==> config.mk <==
export PLATFORM = sky130hd
export DESIGN_NAME = smem_call_tracker_flat
export DESIGN_NICKNAME = d
export VERILOG_FILES = /design/src/rtl/smem_call_tracker_if.sv /design/src/rtl/smem_call_tracker.sv /design/src/flat_wrapper.sv
export SDC_FILE = /design/constraint.sdc
export NUM_CORES = 1
export LEC_CHECK = 0
export BUFFER_PORTS_ARGS = -buffer_cell sky130_fd_sc_hd__buf_4
export CORE_UTILIZATION = 45
export DETAILED_ROUTE_END_ITERATION = 10
export PLACE_DENSITY = 0.71
export REMOVE_ABC_BUFFERS = 1
export SYNTH_ARGS = -nofsm -noshare
export SYNTH_HDL_FRONTEND = slang
export SYNTH_SLANG_ARGS = --single-unit
==> constraint.sdc <==
create_clock -name clk -period 1.7 [get_ports clk]
set_input_delay 0.17 -clock clk [delete_from_list [all_inputs] [get_ports clk]]
set_output_delay 0.17 -clock clk [all_outputs]
set_load 0.1 [all_outputs]
==> src/rtl/smem_call_tracker_if.sv <==
// smem_call_tracker_if: pc stream in, session status out; master drives pc, slave is the tracker.
interface smem_call_tracker_if;
  logic [15:0] pc;
  logic        pc_en;
  logic        busy;
  logic        done;
  logic        violation;
  logic [15:0] caller_pc;
  logic [7:0]  sess_cnt;
  modport master (output pc, pc_en, input busy, done, violation, caller_pc, sess_cnt);
  modport slave  (input pc, pc_en, output busy, done, violation, caller_pc, sess_cnt);
endinterface

==> src/rtl/smem_call_tracker.sv <==
// smem_call_tracker: polices entry/exit of the secure memory window; return-address check when SMEM_RET_CHECK_EN is defined.
`ifndef SMEM_BASE
`define SMEM_BASE 16'hA000
`endif
`ifndef SMEM_SIZE
`define SMEM_SIZE 16'h1000
`endif
module smem_call_tracker (
  input logic clk,
  input logic puc_rst,
  smem_call_tracker_if.slave bus
);
  typedef enum logic [2:0] {IDLE, ENTRY, INSIDE, LAST, KILL} state_t;
  localparam logic [15:0] FIRST_A = `SMEM_BASE;
  localparam logic [15:0] LAST_A  = `SMEM_BASE + `SMEM_SIZE - 16'd2;
  state_t      state_q, state_d;
  logic [15:0] prev_q, prev_d, caller_q, caller_d;
  logic [7:0]  cnt_q, cnt_d;
  logic        done_q, done_d;
  logic        is_first, is_last, is_mid, is_out, ret_ok;
  assign is_first = bus.pc == FIRST_A;
  assign is_last  = bus.pc == LAST_A;
  assign is_mid   = bus.pc > FIRST_A && bus.pc < LAST_A;
  assign is_out   = bus.pc < FIRST_A || bus.pc > LAST_A;
`ifdef SMEM_RET_CHECK_EN
  assign ret_ok = bus.pc == caller_q + 16'd2 || bus.pc == caller_q + 16'd4;
`else
  assign ret_ok = 1'b1;
`endif
  always_comb begin
    state_d  = state_q;
    prev_d   = prev_q;
    caller_d = caller_q;
    cnt_d    = cnt_q;
    done_d   = 1'b0;
    if (bus.pc_en) begin
      case (state_q)
        IDLE: begin
          prev_d = bus.pc;
          if (is_first) begin
            state_d  = ENTRY;
            caller_d = prev_q;
          end else if (!is_out) state_d = KILL;
        end
        ENTRY:  state_d = is_first ? ENTRY : is_mid ? INSIDE : KILL;
        INSIDE: state_d = is_mid ? INSIDE : is_last ? LAST : KILL;
        LAST: begin
          if (is_out && ret_ok) begin
            state_d = IDLE;
            done_d  = 1'b1;
            cnt_d   = cnt_q + {7'd0, cnt_q != 8'hFF};
          end else if (!is_last) state_d = KILL;
        end
        KILL:    state_d = bus.pc == 16'h0000 ? IDLE : KILL;
        default: state_d = IDLE;
      endcase
    end
  end
  always_ff @(posedge clk) begin
    if (puc_rst) begin
      state_q  <= IDLE;
      prev_q   <= '0;
      caller_q <= '0;
      cnt_q    <= '0;
      done_q   <= 1'b0;
    end else begin
      state_q  <= state_d;
      prev_q   <= prev_d;
      caller_q <= caller_d;
      cnt_q    <= cnt_d;
      done_q   <= done_d;
    end
  end
  assign bus.busy      = state_q inside {ENTRY, INSIDE, LAST};
  assign bus.violation = state_q == KILL;
  assign bus.done      = done_q;
  assign bus.caller_pc = caller_q;
  assign bus.sess_cnt  = cnt_q;
endmodule

==> src/flat_wrapper.sv <==
// flat-port wrapper written by rule: the top's interface ports become plain ports
module smem_call_tracker_flat 
  (clk, puc_rst, bus_pc, bus_pc_en, bus_busy, bus_done, bus_violation, bus_caller_pc, bus_sess_cnt);
  smem_call_tracker_if bus_i ();
  input logic clk;
  input logic puc_rst;
  input wire logic [$bits(bus_i.pc)-1:0] bus_pc;
  input wire logic [$bits(bus_i.pc_en)-1:0] bus_pc_en;
  output wire logic [$bits(bus_i.busy)-1:0] bus_busy;
  output wire logic [$bits(bus_i.done)-1:0] bus_done;
  output wire logic [$bits(bus_i.violation)-1:0] bus_violation;
  output wire logic [$bits(bus_i.caller_pc)-1:0] bus_caller_pc;
  output wire logic [$bits(bus_i.sess_cnt)-1:0] bus_sess_cnt;
  assign bus_i.pc = bus_pc;
  assign bus_i.pc_en = bus_pc_en;
  assign bus_busy = bus_i.busy;
  assign bus_done = bus_i.done;
  assign bus_violation = bus_i.violation;
  assign bus_caller_pc = bus_i.caller_pc;
  assign bus_sess_cnt = bus_i.sess_cnt;
  smem_call_tracker u_core (.clk(clk), .puc_rst(puc_rst), .bus(bus_i));
endmodule
==> results of run 1 <==
## cell usage after synthesis, types with 2 or more instances
| cell type | instances | share of area [%] |
|---|---|---|
| o21ai_1 | 2 | 0.49 |
| nand3_1 | 5 | 1.2 |
| a21oi_1 | 18 | 4.4 |
| and2_1 | 4 | 1.2 |
| clkbuf_1 | 7 | 1.3 |
| nor3_1 | 3 | 0.74 |
| a2111oi_1 | 2 | 0.98 |
| and4_1 | 3 | 1.3 |
| and3_1 | 5 | 1.5 |
| dfxtp_1 | 44 | 43 |
| nand2_1 | 38 | 7.0 |
| xnor2_1 | 5 | 2.1 |
| xor2_1 | 2 | 0.86 |
| buf_2 | 2 | 0.49 |
| inv_1 | 5 | 0.92 |
| nor4_2 | 2 | 1.2 |
| mux2i_1 | 20 | 9.8 |
| o2111ai_1 | 3 | 1.3 |
| nor2_1 | 28 | 5.2 |
| ha_1 | 2 | 1.2 |
| nor4_1 | 2 | 0.61 |
| nand4_1 | 2 | 0.61 |
## cells in the final DEF, fill, tap and decap left out, types with 2 or more instances in the layout
master      n
clkbuf_1    2
nor4_1      2
and3_1      5
o21ai_1     2
xor2_1      2
ha_1        2
a2111oi_2   2
inv_1       5
and2_1      4
nor4_2      2
buf_4      56
and4_1      2
nand2_1    38
nand4_1     2
xnor2_1     5
and4_4      2
nor3_1      3
nand3_1     5
nor2_1     28
mux2i_1    20
a21oi_1    18
o2111ai_1   3
dfxtp_1    42
dfxtp_2     2
clkbuf_8    6
## path summary, 6_finish.rpt
path | to | cells after the start
max | u_core.bus.sess_cnt[5]$_SDFFE_PP0P_ | 7
min reg2reg | u_core.prev_q[5]$_SDFFE_PP0P_ | 2
max reg2reg | u_core.bus.sess_cnt[5]$_SDFFE_PP0P_ | 7
min | u_core.prev_q[14]$_SDFFE_PP0P_ | 3
## repair_timing
| item | CTS | global route |
|---|---|---|
| setup endpoints to repair | 1 | 5 |
| setup buffers | 0 | 0 |
| pin swaps | 0 | 1 |
| resized for setup | 0 | 6 |
## sequential cells by signal (all words and copies together) (netlist names)
register	cells
u_core.prev_q	16
u_core.state_q	3
u_core.bus.sess_cnt	8
u_core.bus.done	1
u_core.bus.caller_pc	16
## routing by layer
| layer | vias to the layer above | part of all wire [%] | global-route usage (%) |
|---|---|---|---|
| met5 | - | 0 | 0 |
| met4 | 0 | 0.66 | 4.762 |
| met3 | 5 | 5.2 | 5.233 |
| met2 | 53 | 46 | 29.88 |
| met1 | 794 | 48 | 25.32 |
| li1 | 910 | - | - |
## kinds of logic after synthesis
group,after synthesis,share of synthesized area [%]
adder cells (fa/ha/maj),2,1.228
multiplexers,20,9.822
AND/OR/NAND/NOR,103,26.76
buffers and inverters,17,4.174
AO/OA/AOI/OAI,36,11.79
XOR/XNOR,7,3.008
flip-flops,44,43.22
## where the power goes
part | leakage, nW | switching, mW | internal [mW]
combinational | 0.644 | 0.0901 | 0.0584
clock | 0.0455 | 0.326 | 0.331
sequential | 0.358 | 0.0117 | 1.05
total | 1.05 | 0.428 | 1.44
## layout make-up
type	instances	area, um2
well taps	52	65.06
clock buffers	8	90.09
flip-flops and latches	44	883.3
multi-input cells	168	1097
repair buffers	57	440.4
fillers	403	1759
inverters	5	18.77
## per-stage QoR
stage          setup WS [ns]  hold WS (ns)  cells
6_report             0.08439        0.1374    334
5_1_grt            0.0001557        0.1269    334
4_1_cts            -0.001473        0.1254    334
3_5_place_dp        0.005196        0.4427    326
3_3_place_gp         0.01202        0.4399    326
2_1_floorplan         -1.050        0.2391    217
## worst max-delay path, stage by stage, from the launching register on
cell       delay, ns
dfxtp_1         0.34
and3_1          0.18
nand3_1         0.07
ha_1            0.17
nand2_1         0.14
a2111oi_2       0.38
xnor2_1         0.16
nor2_1          0.05
==> results.sh, run 1 <==
export IMPL_status="completed"
export IMPL_worst_pin_slew_ns=0.4379
export IMPL_die_x_um=69.30
export IMPL_syn_inst=229
export IMPL_powerDensity_nw_per_um2=720.7
export IMPL_detail_route_wl_per_cell_um=13.18
export IMPL_grt_usage_pct=18.85
export IMPL_reg2reg_from="u_core.bus.sess_cnt[7]$_SDFFE_PP0P_"
export IMPL_post_route_min_period_ns=1.616
export IMPL_critPathKind="flip-flop to flip-flop"
export IMPL_leakage_nw=1.048
export IMPL_timing_hold_worst_start="bus_pc[14]"
export IMPL_setup_viol=0
export IMPL_grt_max_degree=45
export IMPL_drc=0
export IMPL_setup_tns_final_ns=0
export IMPL_insertion_delay_ns=0.29
export IMPL_end_kind="flip-flop"
export IMPL_vdd_drop_max_v=0.0003269
export IMPL_clk_pin_slew_ns=0.08
export IMPL_gp_congestion=0.9301
export IMPL_wl_um=4402
export IMPL_dp_hpwl_um=3224
export IMPL_die_area_um2=4802
export IMPL_grt_overflow=0
export IMPL_async_flop_share_pct=0
export IMPL_startpoint="u_core.bus.sess_cnt[7]$_SDFFE_PP0P_"
export IMPL_synth_edff_count=0
export IMPL_yosysSeqAreaShare_pct=43.22
export IMPL_clockBufferDepth=2
export IMPL_grt_setup_unrepaired="false"
export IMPL_cts_buffers=5
export IMPL_yosysUniqueCellTypes=47
export IMPL_vias=1762
export IMPL_grt_pass1_wl_um=7396
export IMPL_nets=302
export IMPL_fmax_ghz=0.6190
export IMPL_cts_root_buf="clkbuf_8"
export IMPL_fin_util_pct=59.60
export IMPL_placement_rows=24
export IMPL_hold_class="input port to flip-flop"
export IMPL_placed_area_um2=2477
export IMPL_first_pass_iters=4
export IMPL_initial_utilization_pct=46.81
export IMPL_area_growth_pct=27.32
export IMPL_pin_count=46
export IMPL_antenna_found_initial=0
export IMPL_finalHoldViolations=0
export IMPL_total_power_mw=1.870
export IMPL_fin_area_um2=2595
export IMPL_cp_max_fo=3
export IMPL_ys_ff_latch=44
export IMPL_drt_vias_per_instance=5.275
export IMPL_fin_worst_skew_ns=0.003866
export IMPL_relSlewSlack_pct=70.81
export IMPL_syn_avg_cell_area_um2=8.900
export IMPL_rrSetupSlack_ns=0.08
export IMPL_cp_start_kind="flip-flop"
export IMPL_yosysWarnings=0
export IMPL_crit_required_ns=1.87
export IMPL_first_iter_violations=110
export IMPL_cts_max_level=2
export IMPL_min_period_over_period_pct=95.04
export IMPL_ctsHoldBuffers=0
export IMPL_die_h_um=69.30
export IMPL_cts_sinks=44
export IMPL_arrival_ns=1.79
export IMPL_synth_area_um2=2038
export IMPL_ys_flop_type="dfxtp_1"
export IMPL_max_cap_viol_count=0
export IMPL_final_antenna_net_count=0
export IMPL_grt_pass1_vias=1611
export IMPL_drive_above_1_share_pct=28.37
export IMPL_io_buffers=45
export IMPL_tritoncts="done"
export IMPL_diodes=0
export IMPL_fp_coreArea_um2=4354
export IMPL_drv_slew=0
Power figures use the tool's default switching activity.
==> run 2: changes to the inputs <==
--- a/config.mk
+++ b/config.mk
@@ -6,9 +6,9 @@
 export NUM_CORES = 1
 export LEC_CHECK = 0
 export BUFFER_PORTS_ARGS = -buffer_cell sky130_fd_sc_hd__buf_4
-export CORE_UTILIZATION = 45
+export CORE_UTILIZATION = 48
 export DETAILED_ROUTE_END_ITERATION = 10
-export PLACE_DENSITY = 0.71
+export PLACE_DENSITY = 0.75
 export REMOVE_ABC_BUFFERS = 1
 export SYNTH_ARGS = -nofsm -noshare
 export SYNTH_HDL_FRONTEND = slang
==> run 2 against run 1 <==
Design area grew 0.48%; sequential share of layout area fell by 0.26 points; global-route usage is 2.9 points higher; maximum frequency shrank 0.30%; die area fell by 6.1%; combinational power about the same; routed wire length grew 1.9%; critical path depth is the same; first-iteration DRC count decreased by 22%; utilization up 5.1 points; cell count rose by 0.60%.
==> results.sh, run 2 (synthesized netlist as in run 1, its figures left out) <==
export IMPL_critical_path_endpoint="u_core.bus.sess_cnt[3]$_SDFFE_PP0P_"
export IMPL_rr_worst_depth=7
export IMPL_die_x_um=67.17
export IMPL_mostFrequentLayoutCells="buf_4, dfxtp_1, nand2_1"
export IMPL_crit_required_ns=1.87
export IMPL_insertion_delay_ns=0.29
export IMPL_diodes=0
export IMPL_nets=306
export IMPL_fmax_ghz=0.6171
export IMPL_stdcell_count=336
export IMPL_initial_utilization_pct=50.59
export IMPL_end_kind="flip-flop"
export IMPL_cp_max_fo=3
export IMPL_arrival_ns=1.79
export IMPL_leakage_nw=1.071
export IMPL_critPathKind="flip-flop to flip-flop"
export IMPL_fin_util_pct=64.72
export IMPL_drt_vias_per_instance=5.360
export IMPL_pin_count=46
export IMPL_die_area_um2=4511
export IMPL_startpoint="u_core.bus.sess_cnt[5]$_SDFFE_PP0P_"
export IMPL_antenna_found_initial=0
export IMPL_total_power_mw=1.879
export IMPL_reg2reg_to="u_core.bus.sess_cnt[3]$_SDFFE_PP0P_"
export IMPL_drive_above_1_share_pct=29.02
export IMPL_io_buffers=45
export IMPL_area_growth_pct=27.93
export IMPL_grt_max_degree=45
export IMPL_relSlewSlack_pct=70.31
export IMPL_powerDensity_nw_per_um2=720.7
export IMPL_grt_usage_pct=21.72
export IMPL_placement_rows=23
export IMPL_gp_congestion=0.9202
export IMPL_cts_root_buf="clkbuf_8"
export IMPL_cts_buffers=5
export IMPL_cp_start_kind="flip-flop"
export IMPL_min_period_over_period_pct=95.32
export IMPL_status="completed"
export IMPL_holdWs_ns=0.1363
export IMPL_drv_slew=0
export IMPL_detail_route_wl_per_cell_um=13.35
export IMPL_clockBufferDepth=2
export IMPL_tritoncts="done"
export IMPL_grt_pass1_vias=1623
export IMPL_fp_coreArea_um2=4029
export IMPL_die_h_um=67.17
export IMPL_first_pass_iters=4
export IMPL_worst_pin_slew_ns=0.4454
export IMPL_dp_slack_ns=0.03973
export IMPL_dp_hpwl_um=3304
export IMPL_layout_commonest_cell="buf_4"
export IMPL_clk_pin_slew_ns=0.08
export IMPL_cts_sinks=44
export IMPL_drc=0
export IMPL_place_inst=328
export IMPL_reg2reg_from="u_core.bus.sess_cnt[5]$_SDFFE_PP0P_"
export IMPL_post_route_min_period_ns=1.620
export IMPL_grt_setup_unrepaired="true"
export IMPL_grt_overflow=0
export IMPL_final_antenna_net_count=0
export IMPL_grt_pass1_wl_um=7341
export IMPL_finalHoldViolations=0
export IMPL_wl_um=4484
export IMPL_rrSetupSlack_ns=0.08
export IMPL_vdd_drop_max_v=0.0005287
export IMPL_hold_class="input port to flip-flop"
export IMPL_vias=1801
export IMPL_fin_worst_skew_ns=0.003635
export IMPL_first_iter_violations=86
export IMPL_cts_max_level=2
export IMPL_setup_viol=0
export IMPL_hold_depth=3
export IMPL_setup_ws_ns=0.07961
export IMPL_max_cap_viol_count=0
==> run 2: critical path, stage by stage (launching register included) <==
cell and delay, ns:
dfxtp_1 0.32, and4_1 0.22, nand3_1 0.09, ha_1 0.16
nand2_1 0.13, a2111oi_2 0.37, xnor2_1 0.16, nor2_1 0.05
==> run 2: worst min path at each step <==
| stage | startpoint | endpoint | slack (ns) |
|---|---|---|---|
| 4_1_cts | bus_pc[14] | u_core.prev_q[14]$_SDFFE_PP0P_ | 0.13 |
| 6_report | bus_pc[14] | u_core.prev_q[14]$_SDFFE_PP0P_ | 0.14 |
| 3_3_place_gp | bus_pc[14] | u_core.prev_q[14]$_SDFFE_PP0P_ | 0.44 |
| 5_1_grt | bus_pc[14] | u_core.prev_q[14]$_SDFFE_PP0P_ | 0.13 |
| 3_5_place_dp | bus_pc[14] | u_core.prev_q[14]$_SDFFE_PP0P_ | 0.44 |
| 2_1_floorplan | puc_rst | u_core.prev_q[0]$_SDFFE_PP0P_ | 0.24 |
==> run 2: per-stage QoR <==
| step | TNS (ns) | instance area [um2] |
|---|---|---|
| 6_report | 0 | 2608 |
| 5_1_grt | -0.09647 | 2608 |
| 4_1_cts | 0 | 2597 |
| 3_5_place_dp | 0 | 2505 |
| 3_3_place_gp | 0 | 2505 |
| 2_1_floorplan | -8.742 | 1972 |
==> run 2: cell type report <==
class,instances,area [um2]
Clock buffer,6,82.58
Clock inverter,2,10.01
Fill cell,362,1421
Inverter,5,18.77
Multi-Input combinational cell,168,1082
Sequential cell,44,880.8
Tap cell,50,62.56
Timing Repair Buffer,61,470.5
==> run 2: what timing repair did <==
| action | 4_1_cts | 5_1_grt |
|---|---|---|
| setup buffers | 0 | 0 |
| gates resized for setup | 0 | 2 |
| hold buffers | 0 | 0 |
| setup endpoints to repair | 0 | 2 |
==> run 2: metal layers <==
layer	wire [um]	GRT usage [%]	vias up
li1	-	-	915
met1	2092	27.36	848
met2	2141	36.13	32
met3	199	5.574	6
met4	51	6.649	0
met5	0	0	-
==> run 2: report_power, final <==
part | total, mW | switching [mW] | internal [mW]
registers | 1.06 | 0.0115 | 1.05
logic | 0.152 | 0.0907 | 0.0615
clock network | 0.663 | 0.339 | 0.324
